--- config.mk ---
export PLATFORM = sky130hd
export DESIGN_NAME = rf_write_arbiter_flat
export DESIGN_NICKNAME = d
export VERILOG_FILES = /design/src/rtl/rf_pkg.sv /design/src/rtl/rf_write_arbiter_if.sv /design/src/rtl/rr_arbiter.sv /design/src/rtl/rf_write_arbiter.sv /design/src/flat_wrapper.sv
export SDC_FILE = /design/constraint.sdc
export NUM_CORES = 1
export LEC_CHECK = 0
export BUFFER_PORTS_ARGS = -buffer_cell sky130_fd_sc_hd__buf_2
export CORE_MARGIN = 2
export CORE_UTILIZATION = 30
export CTS_BUF_LIST = sky130_fd_sc_hd__clkbuf_8 sky130_fd_sc_hd__clkbuf_16
export DETAILED_ROUTE_END_ITERATION = 8
export GPL_ROUTABILITY_DRIVEN = 0
export HOLD_SLACK_MARGIN = 0.15
export SYNTH_ARGS = -nofsm -noshare
export SYNTH_HDL_FRONTEND = slang
export SYNTH_SLANG_ARGS = --single-unit
--- constraint.sdc ---
create_clock -name clk -period 3.6 [get_ports clk]
set_input_delay 0.72 -clock clk [delete_from_list [all_inputs] [get_ports clk]]
set_output_delay 0.72 -clock clk [all_outputs]
set_load 0.1 [all_outputs]
--- src/rtl/rf_pkg.sv ---
// Shared sizing defaults and requester identifiers for the register-file write arbiter.
package rf_pkg;
  localparam int RF_NREQ = 3;
  localparam int RF_DW   = 8;
  localparam int RF_AW   = 3;
  localparam int GIDW    = 2;

  localparam int REQ_ALU = 0;
  localparam int REQ_MEM = 1;
  localparam int REQ_MOV = 2;
endpackage

--- src/rtl/rf_write_arbiter_if.sv ---
// Write-request, register-file write and scoreboard signals of the write arbiter.
// Handshake: requester i transfers when req_valid[i] and req_ready[i] are both high at a rising clk edge.
interface rf_write_arbiter_if
  import rf_pkg::*;
#(
  parameter int NREQ = RF_NREQ,
  parameter int DW   = RF_DW,
  parameter int AW   = RF_AW
);
  logic [NREQ-1:0]    req_valid;
  logic [NREQ-1:0]    req_ready;
  logic [NREQ*AW-1:0] req_addr;
  logic [NREQ*DW-1:0] req_data;
  logic               rf_we;
  logic [AW-1:0]      rf_waddr;
  logic [DW-1:0]      rf_wdata;
  logic [GIDW-1:0]    grant_id;
  logic               sb_lock;
  logic [AW-1:0]      sb_lock_addr;
  logic [2**AW-1:0]   sb_busy;

  modport master (
    output req_valid, req_addr, req_data, sb_lock, sb_lock_addr,
    input  req_ready, rf_we, rf_waddr, rf_wdata, grant_id, sb_busy
  );

  modport slave (
    input  req_valid, req_addr, req_data, sb_lock, sb_lock_addr,
    output req_ready, rf_we, rf_waddr, rf_wdata, grant_id, sb_busy
  );
endinterface

--- src/rtl/rr_arbiter.sv ---
// Combinational round-robin pick: scans from last_grant+1 upward modulo NREQ.
module rr_arbiter
  import rf_pkg::*;
#(
  parameter int NREQ = RF_NREQ
) (
  input  logic [NREQ-1:0] req,
  input  logic [GIDW-1:0] last_grant,
  output logic [NREQ-1:0] gnt,
  output logic [GIDW-1:0] gnt_idx,
  output logic            gnt_any
);
  int j;

  always_comb begin
    gnt     = '0;
    gnt_idx = '0;
    gnt_any = 1'b0;
    j       = 0;
    for (int k = 1; k <= NREQ; k++) begin
      j = (int'(last_grant) + k) % NREQ;
      if (!gnt_any && req[j]) begin
        gnt_any = 1'b1;
        gnt[j]  = 1'b1;
        gnt_idx = GIDW'(j);
      end
    end
  end
endmodule

--- src/rtl/rf_write_arbiter.sv ---
// Register-file write port arbiter: one holding slot per requester, round-robin drain, registered rf_* outputs.
// Optional pending-write scoreboard enabled by defining RF_WARB_SCOREBOARD_EN.
module rf_write_arbiter
  import rf_pkg::*;
#(
  parameter int NREQ = RF_NREQ,
  parameter int DW   = RF_DW,
  parameter int AW   = RF_AW
) (
  input logic clk,
  input logic reset,
  rf_write_arbiter_if.slave bus
);
  logic [NREQ-1:0] slot_v;
  logic [AW-1:0]   slot_a [NREQ];
  logic [DW-1:0]   slot_d [NREQ];
  logic [GIDW-1:0] last_grant;

  logic [NREQ-1:0] gnt;
  logic [GIDW-1:0] gnt_idx;
  logic            gnt_any;
  logic [NREQ-1:0] accept;

  logic            rf_we_q;
  logic [AW-1:0]   rf_waddr_q;
  logic [DW-1:0]   rf_wdata_q;
  logic [GIDW-1:0] grant_id_q;

  rr_arbiter #(.NREQ(NREQ)) u_rr (
    .req       (slot_v),
    .last_grant(last_grant),
    .gnt       (gnt),
    .gnt_idx   (gnt_idx),
    .gnt_any   (gnt_any)
  );

  // A slot being drained this cycle can be refilled at the same edge.
  assign bus.req_ready = ~slot_v | gnt;
  assign accept        = bus.req_valid & bus.req_ready;

  always_ff @(posedge clk or posedge reset) begin
    if (reset) begin
      slot_v     <= '0;
      last_grant <= GIDW'(NREQ - 1);
      rf_we_q    <= 1'b0;
      rf_waddr_q <= '0;
      rf_wdata_q <= '0;
      grant_id_q <= '0;
      for (int i = 0; i < NREQ; i++) begin
        slot_a[i] <= '0;
        slot_d[i] <= '0;
      end
    end else begin
      for (int i = 0; i < NREQ; i++) begin
        if (accept[i]) begin
          slot_v[i] <= 1'b1;
          slot_a[i] <= bus.req_addr[i*AW +: AW];
          slot_d[i] <= bus.req_data[i*DW +: DW];
        end else if (gnt[i]) begin
          slot_v[i] <= 1'b0;
        end
      end
      rf_we_q <= gnt_any;
      if (gnt_any) begin
        rf_waddr_q <= slot_a[gnt_idx];
        rf_wdata_q <= slot_d[gnt_idx];
        grant_id_q <= gnt_idx;
        last_grant <= gnt_idx;
      end
    end
  end

  assign bus.rf_we    = rf_we_q;
  assign bus.rf_waddr = rf_waddr_q;
  assign bus.rf_wdata = rf_wdata_q;
  assign bus.grant_id = grant_id_q;

`ifdef RF_WARB_SCOREBOARD_EN
  logic [2**AW-1:0] sb_q;
  logic [2**AW-1:0] sb_set;
  logic [2**AW-1:0] sb_clr;

  always_comb begin
    sb_set = '0;
    sb_clr = '0;
    if (bus.sb_lock) sb_set[bus.sb_lock_addr] = 1'b1;
    if (gnt_any)     sb_clr[slot_a[gnt_idx]]  = 1'b1;
  end

  // A lock issued on the same edge as the retiring write wins.
  always_ff @(posedge clk or posedge reset) begin
    if (reset) sb_q <= '0;
    else       sb_q <= (sb_q & ~sb_clr) | sb_set;
  end

  assign bus.sb_busy = sb_q;
`else
  logic sb_unused;
  assign sb_unused   = ^{bus.sb_lock, bus.sb_lock_addr};
  assign bus.sb_busy = '0;
`endif
endmodule

--- src/flat_wrapper.sv ---
// flat-port wrapper written by rule: the top's interface ports become plain ports
module rf_write_arbiter_flat import rf_pkg::*;
#(
  parameter int NREQ = RF_NREQ,
  parameter int DW   = RF_DW,
  parameter int AW   = RF_AW
)
  (clk, reset, bus_req_valid, bus_req_addr, bus_req_data, bus_sb_lock, bus_sb_lock_addr, bus_req_ready, bus_rf_we, bus_rf_waddr, bus_rf_wdata, bus_grant_id, bus_sb_busy);
  rf_write_arbiter_if #(.NREQ(NREQ), .DW(DW), .AW(AW)) bus_i ();
  input logic clk;
  input logic reset;
  input wire logic [$bits(bus_i.req_valid)-1:0] bus_req_valid;
  input wire logic [$bits(bus_i.req_addr)-1:0] bus_req_addr;
  input wire logic [$bits(bus_i.req_data)-1:0] bus_req_data;
  input wire logic [$bits(bus_i.sb_lock)-1:0] bus_sb_lock;
  input wire logic [$bits(bus_i.sb_lock_addr)-1:0] bus_sb_lock_addr;
  output wire logic [$bits(bus_i.req_ready)-1:0] bus_req_ready;
  output wire logic [$bits(bus_i.rf_we)-1:0] bus_rf_we;
  output wire logic [$bits(bus_i.rf_waddr)-1:0] bus_rf_waddr;
  output wire logic [$bits(bus_i.rf_wdata)-1:0] bus_rf_wdata;
  output wire logic [$bits(bus_i.grant_id)-1:0] bus_grant_id;
  output wire logic [$bits(bus_i.sb_busy)-1:0] bus_sb_busy;
  assign bus_i.req_valid = bus_req_valid;
  assign bus_i.req_addr = bus_req_addr;
  assign bus_i.req_data = bus_req_data;
  assign bus_i.sb_lock = bus_sb_lock;
  assign bus_i.sb_lock_addr = bus_sb_lock_addr;
  assign bus_req_ready = bus_i.req_ready;
  assign bus_rf_we = bus_i.rf_we;
  assign bus_rf_waddr = bus_i.rf_waddr;
  assign bus_rf_wdata = bus_i.rf_wdata;
  assign bus_grant_id = bus_i.grant_id;
  assign bus_sb_busy = bus_i.sb_busy;
  rf_write_arbiter #(.NREQ(NREQ), .DW(DW), .AW(AW)) u_core (.clk(clk), .reset(reset), .bus(bus_i));
endmodule
==> qor.csv <==
stage;metric;value;unit
status;status;complete, no violations;
detailed_routing;drt initial violations;110;
critical_path;reg2reg path depth;7;
floorplan;IO Count;67;
global_routing;Overall Global Routing Usage;0.130;
detailed_routing;DR WL met2;2870;um
detailed_routing;drt pass-1 iters;4;
finish;Fillers;879;
place;final HPWL from detailed placement;4530;um
sta;crit share post-route;0.931;
clock_network;CTS hold repair buffers;0;
detailed_routing;Total Wirelength;6110;um
logic_synthesis;post-synthesis cell count;232;
hold_path;min-delay worst type;reg -> reg;
global_routing;first-pass GRT wire length;10000;um
global_routing;pin count of the biggest net entering global routing;52;
logic_synthesis;Syn Std Cell Area;0.00263;mm^2
sta;Slew @ Worst Pin;1.04;ns
run;max-cap violations;0;
logic_synthesis;flops & latches, synth;51;
finish;ratio of cells with drive above 1 in the final layout;0.385;
clock_network;TritonCTS clock tree;built;
logic_synthesis;Netlist cell types;48;
hold_path;Worst Hold End;u_core.slot_d[22]$_DFFE_PP0P_;
hold_path;Hold Startpoint;u_core.slot_d[22]$_DFFE_PP0P_;
detailed_routing;routed vias/inst;5.00;
global_routing;total gr overflow;0;
logic_synthesis;top_reg_cell synth;dfrtp_1;
floorplan;chip width;97.7;um
sta;Slew Limit Fails;0;
place;PortBufs;54;
sta;setup TNS;0;ns
clock_network;setup repair bufs after CTS;0;
finish;diode count;0;
logic_synthesis;Mapped Avg Cell Area;11.3;um^2
sta;Achievable Freq;0.298;GHz
critical_path;CP Max Fanout;13;
critical_path;critical path startpoint category;flop;
logic_synthesis;Post-synth EDFFs;0;
clock_network;CTS buffer count;5;
floorplan;total core area;0.00859;mm^2
logic_synthesis;post-synthesis async set-or-reset flop share;1.00;
critical_path;Worst Path Arrival;2.63;ns
clock_network;later-pin clock latency in the skew report;0.31;ns
logic_synthesis;largest area contributor in the netlist;dfrtp_1;
critical_path;RR Startpoint;u_core.last_grant[1]$_DFFE_PP1P_;
sta;RSZ-0062 raised after global routing;false;
floorplan;Initial Util;0.306;
logic_synthesis;synth cell count leaders;dfrtp_1, mux2_2, o21ai_0;
detailed_routing;Met3 Wirelength;249;um
detailed_routing;via count;1970;
clock_network;Longest Clk Path Bufs;2;
detailed_routing;final antenna-violating net count;0;
sta;Final Hold Violating Endpoints;0;
logic_synthesis;Synth area leaders;dfrtp_1, mux2_2, mux2_4, o21ai_0, buf_4;
critical_path;reg2reg setup slack;0.94;ns
critical_path;worst setup path start;u_core.bus.grant_id[0]$_DFFE_PP0P_;
logic_synthesis;Yosys top cell area share;0.475;
critical_path;RR Endpoint;u_core.bus.rf_waddr[0]$_DFFE_PP0P_;
detailed_routing;highest metal used;met4;
detailed_routing;M1 WL;2870;um
critical_path;CP max stage cell;ha_1;
critical_path;Most Frequent Cell on Critical Path;inv_1;
global_routing;initial antenna violation count;0;
sta;post-route clock skew;0.0126;ns
logic_synthesis;YS warnings;0;
sta;Final setup viols;0;
finish;area delta synth->final;18.9;%
clock_network;Num Clock Sinks;51;
critical_path;Worst setup EP type;output pin;
critical_path;Top delay family on crit path;buffers and inverters;
finish;fin nets;331;
hold_path;hold path depth;1;
critical_path;critical path class;reg -> out;
floorplan;die area;0.00954;mm^2
logic_synthesis;sequential share of the synthesized area;0.485;
critical_path;CP required;2.88;ns
critical_path;CP max stage delay;0.52;ns
detailed_routing;wire per inst;15.5;um
clock_network;htree depth;2;
clock_network;Reg clk slew, reported paths;0.11;ns
global_routing;number of global-route vias before repair;1928;
floorplan;Std-Cell Rows;34;
detailed_routing;Residual DRC;0;
floorplan;die height;97.7;um
clock_network;# resized after CTS;0;
logic_synthesis;top-count cell post-synth;dfrtp_1;
critical_path;critical path cell sequence;inv_1 -> ha_1 -> inv_1 -> nor3_2 -> o211ai_1 -> nand3_1 -> buf_2;
sta;Tmin final;3.35;ns
sta;Max-slew headroom;0.305;
critical_path;Buf/Inv on CP;3;
clock_network;CTS Root Cell;clkbuf_8;
worst max-delay path by stage:
stage / endpoint / slack (ns) / cells after the start
finish: bus_req_ready[2] / 0.25 / 7
global route: bus_req_ready[2] / 0.09 / 7
CTS: bus_req_ready[2] / 0.28 / 7
detailed placement: bus_req_ready[2] / 0.67 / 7
global placement: bus_req_ready[1] / 0.67 / 7
floorplan: bus_req_ready[1] / 0.39 / 7
final cells by class:
cell class / instances / area (um^2) / share of cell area
sequential: 51 / 1280 / 0.408
multi-input combinational: 154 / 1200 / 0.383
timing repair buffer: 60 / 330 / 0.106
tap: 108 / 135 / 0.0432
clock inverter: 3 / 71.3 / 0.0228
clock buffer: 5 / 68.8 / 0.0220
inverter: 13 / 48.8 / 0.0156
stage by stage:
stage / hold slack (ns) / worst slack [ns] / area, um^2 / std cells / utilization
6_report: 0.513 / 0.250 / 3130 / 394 / 0.364
4_1_cts: 0.517 / 0.275 / 3130 / 394 / 0.364
5_1_grt: 0.528 / 0.0879 / 3130 / 394 / 0.364
3_3_place_gp: 0.489 / 0.674 / 2990 / 386 / 0.348
2_1_floorplan: 0.473 / 0.385 / 2660 / 239 / -
3_5_place_dp: 0.493 / 0.669 / 2990 / 386 / 0.348
placed cells by master (no fill, tap or decap), types with 8 or more instances in the layout:
master / netlist / final
nand2_1: 9 / 9
buf_2: 5 / 53
mux2_2: 23 / 23
mux2_4: 10 / 10
a31oi_1: 10 / 10
dfrtp_1: 50 / 50
inv_1: 13 / 12
conb_1: 1 / 8
o21ai_0: 16 / 16
nand3_1: 10 / 10
routing by layer:
metal,global-route usage,up-vias
met5,0,-
met4,0.0449,0
met3,0.0266,11
met2,0.211,61
met1,0.174,955
li1,-,943
state kept, by name, summed over array words and instances, names as in the netlist:
signal / count
u_core.bus.rf_wdata: 8
u_core.slot_v: 3
u_core.bus.rf_we: 1
u_core.bus.rf_waddr: 3
u_core.bus.grant_id: 2
u_core.last_grant: 1
u_core.slot_a: 9
u_core.slot_d: 24
worst register-to-register path, stage by stage, from the launching register on:
cell and delay [ns]:
dfstp_2 0.56, inv_1 0.07, ha_1 0.29, a22o_4 0.27, nor4b_1 0.69, o31ai_2 0.29
a31oi_1 0.24, a311oi_1 0.07
logic make-up (layout without fill, tap and decap cells):
kind of cell / after synthesis / in the layout / synth area share
AOI/OAI and AO/OA: 66 / 66 / 0.175
DFF: 51 / 51 / 0.485
and+or+nand+nor: 42 / 42 / 0.0908
muxes: 34 / 34 / 0.159
buffers and inverters: 34 / 81 / 0.0694
adders and majority gates: 4 / 4 / 0.0190
other: 1 / 8 / 0.00142
Power is not shown: default switching activity piles up to over one toggle a cycle in this logic, so the estimate is an artifact.
